===== src/rtl/four_bit_counter_async_reset_pkg.sv =====
`default_nettype none
// ----------------------------------------------------------------------------
// four_bit_counter_async_reset_pkg : shared width/reset constants and helpers
// Rev 1.0
// ----------------------------------------------------------------------------
package four_bit_counter_async_reset_pkg;

  localparam int unsigned CNT_W   = 4;
  localparam int unsigned CNT_RST = 0;

  // All-ones value for a counter of width w (1..32), zero-extended to 32 bits.
  function automatic logic [31:0] all_ones(input int unsigned w);
    logic [32:0] v;
    v = (33'd1 << w) - 33'd1;
    return v[31:0];
  endfunction

endpackage : four_bit_counter_async_reset_pkg
`default_nettype wire


===== src/rtl/four_bit_counter_async_reset_counter_core.sv =====
`default_nettype none
// ----------------------------------------------------------------------------
// counter_core : WIDTH-bit async-reset count register, incrementer, tc compare
// Rev 1.0
// ----------------------------------------------------------------------------
module counter_core
  import four_bit_counter_async_reset_pkg::*;
#(
  parameter int unsigned WIDTH = CNT_W
) (
  input  logic             clk,
  input  logic             reset_n,
  output logic [WIDTH-1:0] cnt,
  output logic             tc
);

  localparam logic [WIDTH-1:0] TERM_VAL = WIDTH'(all_ones(WIDTH));
  localparam logic [WIDTH-1:0] RST_VAL  = WIDTH'(CNT_RST);
  localparam logic [WIDTH-1:0] ONE      = WIDTH'(1);

  logic [WIDTH-1:0] cnt_d, cnt_q;
  logic             tc_d,  tc_q;

  // tc is computed from the next count and registered alongside it, so it
  // changes on the same edge as cnt and never glitches.
  always_comb begin
    cnt_d = cnt_q + ONE;
    tc_d  = (cnt_d == TERM_VAL);
  end

  always_ff @(posedge clk or negedge reset_n) begin
    if (!reset_n) begin
      cnt_q <= RST_VAL;
      tc_q  <= 1'b0;
    end else begin
      cnt_q <= cnt_d;
      tc_q  <= tc_d;
    end
  end

  assign cnt = cnt_q;
  assign tc  = tc_q;

endmodule : counter_core
`default_nettype wire


===== src/rtl/four_bit_counter_async_reset.sv =====
`default_nettype none
// ----------------------------------------------------------------------------
// four_bit_counter_async_reset : free-running up-counter, async active-low reset
// Rev 1.0
// ----------------------------------------------------------------------------
module four_bit_counter_async_reset
  import four_bit_counter_async_reset_pkg::*;
#(
  parameter int unsigned WIDTH = CNT_W
) (
  input  logic             clk,
  input  logic             reset_n,
  output logic [WIDTH-1:0] cnt,
  output logic             tc
);

  counter_core #(
    .WIDTH (WIDTH)
  ) u_core (
    .clk     (clk),
    .reset_n (reset_n),
    .cnt     (cnt),
    .tc      (tc)
  );

endmodule : four_bit_counter_async_reset
`default_nettype wire


===== config.mk =====
export PLATFORM = sky130hd
export DESIGN_NAME = four_bit_counter_async_reset
export DESIGN_NICKNAME = d
export VERILOG_FILES = /design/src/rtl/four_bit_counter_async_reset_pkg.sv /design/src/rtl/four_bit_counter_async_reset_counter_core.sv /design/src/rtl/four_bit_counter_async_reset.sv
export SDC_FILE = /design/constraint.sdc
export NUM_CORES = 1
export LEC_CHECK = 0
export CAP_MARGIN = 20
export CORE_AREA = 8 8 45 47
export CTS_CLUSTER_SIZE = 14
export DETAILED_ROUTE_END_ITERATION = 6
export DIE_AREA = 0 0 53 55
export PLACE_DENSITY = 0.44
export SYNTH_ARGS = -nofsm -noshare
export SYNTH_HDL_FRONTEND = slang
export SYNTH_SLANG_ARGS = --single-unit

===== constraint.sdc =====
create_clock -name clk -period 1.3 [get_ports clk]
set_input_delay 0.26 -clock clk [delete_from_list [all_inputs] [get_ports clk]]
set_output_delay 0.26 -clock clk [all_outputs]
set_load 0.05 [all_outputs]

==> summary.txt <==
Flow run
  – Max Cap Viol: 0

Floorplan
  – Starting density of the core: 15.73%
  – Die X: around 53 um
  – Total Die Area: just under 3000 um2
  – Core Region: between 1000 and 1500 um2
  – Die H: around 55 um
  – I/O pin count: 7
  – Row cnt: 14

Setup path
  – Worst path max stage delay: roughly 0.46 ns
  – R2r setup slk: around 0.24 ns
  – R2R cell count: 4
  – CP Launch Type: flip-flop
  – Critical Path Sink Type: output pin
  – Cell Chain, Critical Path: buf_12
  – Worst Path Class, Setup: reg2out
  – Bufs and invs on worst path: 1
  – CP Data Arrival Time: between 0.8 and 0.9 ns
  – Data required, critical path: between 1 and 1.5 ns
  – CP max FO: 5
  – Slowest CP cell: dfrtp_1
  – Top delay family on crit path: flip-flops
  – Worst R2R End: u_core.tc$_DFF_PN0_
  – Reg2reg start: u_core.cnt[0]$_DFF_PN0_

Timing
  – Fmax: a little under 0.9 GHz
  – Hold Fails Final Rpt: 0
  – Clk_skew: around 0.0053 ns
  – Final setup margin: 0.1575 ns
  – Unrepaired setup endpoints after global routing: false
  – Worst slew pin tran: 0.2344 ns
  – Finish-stage setup viols: 0
  – Fin. max-slew vios: 0
  – Period utilization: 87.89%
  – Final worst path period need: 1.143 ns
  – Setup TNS: 0 ns
  – Worst relative slew slack: 84.33%

Synthesis
  – Yosys top cell by area: dfrtp_1
  – Post-synth top area share: between 50% and 60%
  – Ys Warns: 0
  – Mapped Nets: 21
  – Post-Synthesis Cells: 17
  – Mean post-synth cell area: about 13 um2
  – FF+latch count, synth: 5
  – Area of the mapped netlist: 217.7 um2
  – Unique masters post-synth: 9
  – Ranking of synthesized cells by area: dfrtp_1 57%, ha_1 11%, xor2_1 8.0%
  – Seq/Total Area, Yosys: between 50% and 60%

Routing
  – Drt pass-1 iters: 1
  – Routed Antenna Nets: 0
  – Via-per-instance ratio: about 3.7
  – DRT iter0 DRCs: 0
  – Routed WL: approximately 430 um
  – Routed vias: 160
  – Remaining DRCs: 0
  – Post-DR wirelength/cell: about 10 um

Clock network
  – Clock root buffer: clkbuf_4
  – Clock Pin Slew Worst Setup and Hold Paths: 0.05 ns
  – Sink Count: 5
  – Post-CTS setup buffer count: 0
  – CTS tree: yes
  – Worst-Skew Late Latency: 0.24 ns
  – Deepest clock path buffer count: 2
  – H-Tree Depth: 1
  – TritonCTS buffer count: 3
  – Post_cts resized: 0
  – Number of hold buffers added after CTS: 0

Finish
  – # diodes: 0
  – Proportion of layout cells with a drive suffix above 1: 33.33%
  – Final Util: 27.03%
  – Area taken by multi-input logic gates: 85.08 um2
  – FF+latch area: around 130 um2
  – Filler cells: 140
  – Nets: 32
  – Layout area overhead: 71.84%

Placed design
  – Port bufs: 6
  – Worst slack, placed: 0.2477 ns
  – GPL Wtd Cong: approximately 0.6

Global route
  – Largest net degree at the start of global routing: 6
  – Gr usage total: 3.622%
  – Global-route wire length before repair: 710 um
  – Initial antenna violation count: 0
  – Vias in the first global route: ~180
  – Gr ovfl total: 0

Min path
  – Hold WC Path Type: in2async

Power
  – Peak VDD IR: ~640 uV
  – Pwr Total: about 0.34 mW
  – LEAKAGE: around 0.18 nW
  – Pwr dens: just over 900 nW/um2

Run status
  – Status: completed
worst max-delay path by stage:
| stage | start | endpoint | cells past startpoint |
|---|---|---|---|
| floorplan | u_core.cnt[0]$_DFF_PN0_ | u_core.tc$_DFF_PN0_ | 4 |
| global placement | u_core.cnt[0]$_DFF_PN0_ | u_core.tc$_DFF_PN0_ | 4 |
| detailed placement | u_core.cnt[0]$_DFF_PN0_ | u_core.tc$_DFF_PN0_ | 4 |
| CTS | u_core.cnt[2]$_DFF_PN0_ | cnt[2] | 1 |
| global route | u_core.cnt[2]$_DFF_PN0_ | cnt[2] | 1 |
| finish | u_core.cnt[2]$_DFF_PN0_ | cnt[2] | 1 |
state kept, by name (all words and copies together), names as in the netlist:
register	cells
u_core.cnt	4
u_core.tc	1
metrics by stage:
stage | instance area, um2 | hold slack [ns] | cells
3_3_place_gp | 347.8 | 0.5015 | 39
3_5_place_dp | 347.8 | 0.5041 | 39
2_1_floorplan | 217.7 | -0.03559 | 17
5_1_grt | 374.1 | 0.2545 | 43
4_1_cts | 374.1 | 0.2477 | 43
6_report | 374.1 | 0.2410 | 43
Yosys cell counts:
cell type  instances
xor2_1             2
ha_1               2
xnor2_1            1
dfrtp_1            5
o31ai_2            1
nand4b_1           1
inv_1              2
nand2_1            2
nand3_1            1
final cells by class:
type	count	share of cell area (%)
repair buffers	6	29.43
flip-flops and latches	5	33.44
clock buffers	4	7.023
inverters	2	2.007
well taps	16	5.351
multi-input cells	10	22.74
power breakdown:
part           switching, mW  leakage, nW  total, mW  internal, mW
clock                 0.0635       0.0150      0.180         0.116
sequential                 0       0.0658      0.156         0.156
combinational        0.00292       0.0958    0.00560       0.00267
kinds of logic (layout without fill, tap and decap cells):
group	Yosys count	in the layout	share of synthesized area [%]
buffers and inverters	2	12	3.450
adder cells (fa/ha/maj)	2	2	11.49
AO/OA/AOI/OAI	1	1	5.746
flip-flops	5	5	57.47
AND/OR/NAND/NOR	4	4	9.770
XOR/XNOR	3	3	12.07
layer usage:
metal  share of wire [%]  track usage, %  vias to the layer above
met5                   0               0                        -
met4                   0               0                        0
met3                  23           5.615                        0
met2                  38           5.469                        9
met1                  39           2.615                       77
li1                    -               -                       74
worst register-to-register path: stages, from the launching register on:
cell,delay [ns]
dfrtp_1,0.45
inv_1,0.09
ha_1,0.22
nand4b_1,0.12
o31ai_2,0.07
layout by cell type, fill, tap and decap left out, types with 2 or more instances in the layout:
cell type / n
nand2_1: 2
buf_12: 5
dfrtp_1: 5
inv_1: 2
ha_1: 2
xor2_1: 2
clkbuf_4: 3
Note: power is estimated with default switching activity, not from simulation.
